File: config.mk
export PLATFORM = sky130hd
export DESIGN_NAME = bus_arbiter
export DESIGN_NICKNAME = d
export VERILOG_FILES = /design/src/rtl/bus_arbiter_pkg.sv /design/src/rtl/rr_arbiter3.sv /design/src/rtl/bus_arbiter.sv
export SDC_FILE = /design/constraint.sdc
export NUM_CORES = 1
export LEC_CHECK = 0
export CAP_MARGIN = 20
export CORE_UTILIZATION = 34
export DETAILED_ROUTE_END_ITERATION = 16
export PLACE_DENSITY_LB_ADDON = 0.08
export REMOVE_ABC_BUFFERS = 1
export SYNTH_ARGS = -nofsm -noshare
export SYNTH_HDL_FRONTEND = slang
export SYNTH_HIERARCHICAL = 1
export SYNTH_SLANG_ARGS = --single-unit
File: constraint.sdc
create_clock -name clock -period 2.81 [get_ports clock]
set_clock_uncertainty 0.1 [all_clocks]
set_input_delay 0.562 -clock clock [delete_from_list [all_inputs] [get_ports clock]]
set_output_delay 0.562 -clock clock [all_outputs]
set_load 0.01 [all_outputs]
File: src/rtl/bus_arbiter_pkg.sv
// bus_arbiter_pkg: shared widths, requester IDs and FSM states for the bus arbiter
package bus_arbiter_pkg;
  localparam int DEF_BUS_WIDTH = 32;
  localparam int DEF_BUS_RESP_WIDTH = 1;
  typedef enum logic [1:0] {ID_IR = 2'd0, ID_DR = 2'd1, ID_DW = 2'd2} req_id_t;
  typedef enum logic [1:0] {IDLE = 2'd0, REQ = 2'd1, RESP = 2'd2, DELIVER = 2'd3} state_t;
  function automatic req_id_t onehot_to_id(input logic [2:0] g);
    return g[2] ? ID_DW : g[1] ? ID_DR : ID_IR;
  endfunction
endpackage

File: src/rtl/rr_arbiter3.sv
// rr_arbiter3: combinational three-way round-robin, priority starts after last
module rr_arbiter3 (
  input  logic [2:0] req,
  input  logic [1:0] last,
  output logic [2:0] grant
);
  logic [1:0] idx;
  // scan from lowest to highest priority so the highest-priority match is written last
  always_comb begin
    grant = 3'b000;
    idx = 2'd0;
    for (int i = 3; i >= 1; i--) begin
      idx = 2'((int'(last) + i) % 3);
      if (req[idx]) grant = 3'b001 << idx;
    end
  end
endmodule

File: src/rtl/bus_arbiter.sv
// bus_arbiter: shares one single-port memory between IR, DR and DW requesters,
// one transaction outstanding, round-robin grant.
module bus_arbiter
  import bus_arbiter_pkg::*;
#(
  parameter int BUS_WIDTH = DEF_BUS_WIDTH,
  parameter int BUS_RESP_WIDTH = DEF_BUS_RESP_WIDTH
) (
  input  logic                      clock,
  input  logic                      reset,
  input  logic                      bus_ir_addr_valid,
  output logic                      bus_ir_addr_ready,
  input  logic [BUS_WIDTH-1:0]      bus_ir_addr_bits,
  output logic                      bus_ir_data_valid,
  input  logic                      bus_ir_data_ready,
  output logic [BUS_WIDTH-1:0]      bus_ir_data_bits,
  input  logic                      bus_dr_addr_valid,
  output logic                      bus_dr_addr_ready,
  input  logic [BUS_WIDTH-1:0]      bus_dr_addr_bits,
  output logic                      bus_dr_data_valid,
  input  logic                      bus_dr_data_ready,
  output logic [BUS_WIDTH-1:0]      bus_dr_data_bits,
  input  logic                      bus_dw_req_valid,
  output logic                      bus_dw_req_ready,
  input  logic [BUS_WIDTH-1:0]      bus_dw_req_bits_addr,
  input  logic [BUS_WIDTH-1:0]      bus_dw_req_bits_data,
  input  logic [BUS_WIDTH/8-1:0]    bus_dw_req_bits_strobe,
  output logic                      bus_dw_resp_valid,
  input  logic                      bus_dw_resp_ready,
  output logic [BUS_RESP_WIDTH-1:0] bus_dw_resp_bits,
  output logic                      mem_req_valid,
  input  logic                      mem_req_ready,
  output logic                      mem_req_write,
  output logic [BUS_WIDTH-1:0]      mem_req_addr,
  output logic [BUS_WIDTH-1:0]      mem_req_data,
  output logic [BUS_WIDTH/8-1:0]    mem_req_strobe,
  input  logic                      mem_resp_valid,
  output logic                      mem_resp_ready,
  input  logic [BUS_WIDTH-1:0]      mem_resp_data,
  input  logic                      mem_resp_err
);
  state_t state, state_n;
  req_id_t last_id, owner;
  logic [2:0] grant;
  logic accept, deliver_ack;
  logic [BUS_WIDTH-1:0] resp_data;
  logic resp_err;

  rr_arbiter3 u_rr (
    .req({bus_dw_req_valid, bus_dr_addr_valid, bus_ir_addr_valid}),
    .last(last_id),
    .grant(grant)
  );

  always_comb begin
    {bus_dw_req_ready, bus_dr_addr_ready, bus_ir_addr_ready} = (state == IDLE && reset) ? grant : 3'b000;
    accept = (|grant) && state == IDLE && reset;
    deliver_ack = owner == ID_IR ? bus_ir_data_ready : owner == ID_DR ? bus_dr_data_ready : bus_dw_resp_ready;
    state_n = (state == IDLE && accept) ? REQ :
              (state == REQ && mem_req_ready) ? RESP :
              (state == RESP && mem_resp_valid) ? DELIVER :
              (state == DELIVER && deliver_ack) ? IDLE : state;
  end

  assign mem_req_valid = state == REQ;
  assign mem_resp_ready = state == RESP;
  assign bus_ir_data_valid = state == DELIVER && owner == ID_IR;
  assign bus_dr_data_valid = state == DELIVER && owner == ID_DR;
  assign bus_dw_resp_valid = state == DELIVER && owner == ID_DW;
  assign bus_ir_data_bits = resp_data;
  assign bus_dr_data_bits = resp_data;
  assign bus_dw_resp_bits = BUS_RESP_WIDTH'(resp_err);

  always_ff @(posedge clock) begin
    if (!reset) begin
      state <= IDLE;
      last_id <= ID_DW;
      owner <= ID_IR;
      mem_req_write <= 1'b0;
      mem_req_addr <= '0;
      mem_req_data <= '0;
      mem_req_strobe <= '0;
      resp_data <= '0;
      resp_err <= 1'b0;
    end else begin
      state <= state_n;
      if (accept) begin
        last_id <= onehot_to_id(grant);
        owner <= onehot_to_id(grant);
        mem_req_write <= grant[2];
        mem_req_addr <= grant[2] ? bus_dw_req_bits_addr : grant[1] ? bus_dr_addr_bits : bus_ir_addr_bits;
        mem_req_data <= grant[2] ? bus_dw_req_bits_data : '0;
        mem_req_strobe <= grant[2] ? bus_dw_req_bits_strobe : '0;
      end
      if (state == RESP && mem_resp_valid) begin
        resp_data <= mem_resp_data;
        resp_err <= mem_resp_err;
      end
    end
  end
endmodule

==> summary.md <==
| Metric | Value |
|---|---|
| Top-count cell post-synth | dfxtp_1 |
| Top_reg_cell synth | dfxtp_1 |
| Hold Path Class | reg -> reg |
| Total power | 6.83 mW |
| Worst hold slack | 0.356 ns |
| FF-to-FF path depth | 13 |
| Die height | 124 um |
| P_leak | 3.15 nW |
| Synth top area share | 0.421 |
| Worst vdd ir | 0.459 mV |
| Die width | 124 um |
| Setup tns final | 0 ns |
| Reg power frac | 0.297 |
| Drt first-iter violations | 150 |
| Synth Register Bits | 106 |
| ANT cells | 0 |
| Sw frac | 0.336 |
| Post-synth EDFFs | 0 |
| Worst-margin pin slew | 0.548 ns |
| Post-synthesis async set-or-reset flop share | 0 |
| Detailed-route wire length | 15100 um |
| Hold path startpoint | mem_req_addr[13]$_SDFFE_PN0P_ |
| Vias in the first global route | 4357 |
| Vias per cell | 4.72 |
| Final-report max-slew violation count | 0 |
| IO Port Bufs | 316 |
| Fin crit share | 0.990 |
| Area delta synth->final | 68.5% |
| Average cell area after synthesis | 9.95 um^2 |
| Crit-path max FO | 8 |
| Switch Pwr | 2.29 mW |
| Clock Sink Count | 106 |
| Core area | 14500 um^2 |
| DRC | 0 |
| CTS root buffer | clkbuf_16 |
| Internal | 4.53 mW |
| Crit path depth | 8 |
| Cell row count | 44 |
| Post-DP HPWL | 11500 um |
| CP max-delay cell | mux2_4 |
| Hold Fails Final Rpt | 0 |
| Setup violators final | 0 |
| Final std cells w/o fill | 974 |
| Post-Syn Area | 5040 um^2 |
| Share of cells above drive strength 1 | 0.113 |
| H-tree depth | 3 |
| Largest net degree at the start of global routing | 47 |
| CTS tree | yes |
| Vias | 4600 |
| Area leader, netlist | dfxtp_1 |
| 1st-pass router iterations | 4 |
| MaxCap Viol Count | 0 |
| Largest cells by area after synthesis | dfxtp_1 42%, mux2i_1 13%, nand2_1 7.6% |
| Clock tree buffer depth | 2 |
| Clk pwr share | 0.186 |
| Comb power frac | 0.517 |
| First-pass GRT wire length | 22200 um |
| Critical path startpoint | last_id[0]$_SDFFE_PN0P_ |
| Synth cell count leaders | 106 x dfxtp_1, 102 x nand2_1, 67 x mux2i_1 |
| Post-Syn Instances | 507 |
| Crit path top cell by count | buf_4 |
| Ports | 317 |
| R2R Path Start | last_id[0]$_SDFFE_PN0P_ |
| Initial antenna violation count | 0 |
| Fmax achieved | 359 MHz |
| Sequence of cells on the critical path | buf_4 > buf_4 > ha_4 > nand3b_1 > o21a_2 > mux2_4 > and4bb_1 > buf_6 |
| Die ar. | 15300 um^2 |
| Cts bufs inserted | 9 |
| GR Overflow Total | 0 |
| WS Path Type | reg -> out |
| Dpl cells | 956 |
| Starting Density | 0.348 |
| ANT nets after route | 0 |
| Fillers | 1248 |
| GRT Util Overall | 0.188 |
| WHS Path Cells | 2 |
| Post-layout minimum cycle time | 2.78 ns |
| Clk_lat worst skew | 0.34 ns |
| Synth unique cells | 40 |
| RSZ-0062 raised after global routing | yes |
| Crit end category | primary output |
| Nets | 965 |
| Critical path data arrival time | 2.12 ns |
| Yosys warns | 6 |
| CP bufs+invs | 3 |
| Clk slew on worst S/H paths | 0.07 ns |
| Seq/Total Area, Yosys | 0.421 |
| PD cells | 803 nW/um^2 |
| Crit path largest cell delay | 0.33 ns |
| Wire per inst | 15.5 um |
| Status | finished clean |
| GPL Wtd Cong | 0.749 |
| Worst path top cell family by delay | buffers and inverters |
| Critical path required time | 2.15 ns |
| Startpoint Class | register |
| Relative slew margins | 0.635 |
-- cells by family (layout without fill, tap and decap cells) --
kind of cell / count (synthesis) / after routing / synth area share
DFF: 106 / 106 / 0.421
and+or+nand+nor: 131 / 131 / 0.115
adders and majority gates: 4 / 4 / 0.00992
muxes: 100 / 100 / 0.207
AOI/OAI and AO/OA: 88 / 88 / 0.137
buffers and inverters: 78 / 361 / 0.110
-- power by group through the flow --
stage          clock network [mW]  logic [mW]  registers (mW)
5_1_grt                      1.38        3.80            2.08
6_report                     1.27        3.53            2.03
3_5_place_dp                    0        3.42            2.05
3_3_place_gp                    0        3.35            2.04
2_1_floorplan                   0        1.73            2.19
4_1_cts                      1.31        3.47            2.03
-- placed cells by master (no fill, tap or decap), types with 2 or more instances in the layout --
cell type / Yosys / layout
a21boi_1: 34 / 34
a22o_1: 36 / 36
and3_1: 2 / 2
buf_12: 3 / 4
buf_4: 35 / 17
buf_6: 5 / 4
clkbuf_16: 0 / 9
clkdlybuf4s50_1: 0 / 311
clkinv_4: 0 / 3
dfxtp_1: 106 / 104
dfxtp_2: 0 / 2
ha_4: 0 / 2
inv_1: 8 / 7
inv_6: 0 / 2
mux2_2: 32 / 32
mux2i_1: 67 / 67
nand2_1: 102 / 102
nand2b_1: 2 / 2
nand3b_1: 5 / 5
nor2_1: 6 / 4
nor2b_1: 5 / 5
nor3b_1: 2 / 2
o21ai_0: 4 / 3
o21ai_1: 2 / 2
o31a_1: 2 / 2
-- registers in the layout, summed over array words and instances, names as in the netlist --
| register | cells |
|---|---|
| last_id | 2 |
| mem_req_write | 1 |
| mem_req_addr | 32 |
| mem_req_strobe | 4 |
| bus_dr_data_bits | 32 |
| state | 2 |
| bus_dw_resp_bits | 1 |
| mem_req_data | 32 |
-- final cells by class --
class                      count  area, um^2  area share
clock buffer                   9         225      0.0265
clock inverter                 6        73.8     0.00869
inverter                       8        30.0     0.00353
multi-input combinational    323        2430       0.286
sequential                   106        2120       0.250
tap                          184         230      0.0271
timing repair buffer         338        3380       0.398
-- path summary, 6_finish.rpt --
path,endpoint,slack [ns]
setup / recovery,bus_dw_req_ready,0.03
hold / removal,mem_req_addr[13]$_SDFFE_PN0P_,0.36
setup reg to reg,mem_req_addr[1]$_SDFFE_PN0P_,0.13
hold reg to reg,mem_req_addr[13]$_SDFFE_PN0P_,0.36
-- layer usage --
metal	wire length [um]	vias to the layer above	GRT usage	part of all wire
met4	176	0	0.0625	0.012
met2	7740	189	0.342	0.51
met1	5870	2129	0.207	0.39
li1	-	2272	-	-
met3	1280	10	0.0568	0.085
met5	0	-	0	0
-- tightest hold or removal path, stage by stage (launching register included) --
cell,delay [ns]
dfxtp_1,0.31
nand2_1,0.05
mux2i_1,0.05
-- repair_timing --
action	CTS	global route
endpoints found under the setup margin	73	73
hold buffers	0	0
pin swaps	4	8
resized for setup	20	16
buffers inserted	1	2
gates cloned	0	0
-- per-stage QoR --
step	cell area [um^2]	util	setup slack [ns]
after CTS	8420	0.582	0.0104
after detailed placement	8110	0.560	-0.410
final	8500	0.587	0.0277
after global routing	8500	0.587	-0.0771
after global placement	8110	0.560	-0.387
after floorplan	4520	-	-2.16
No activity file was read; power rests on OpenSTA's default activity.
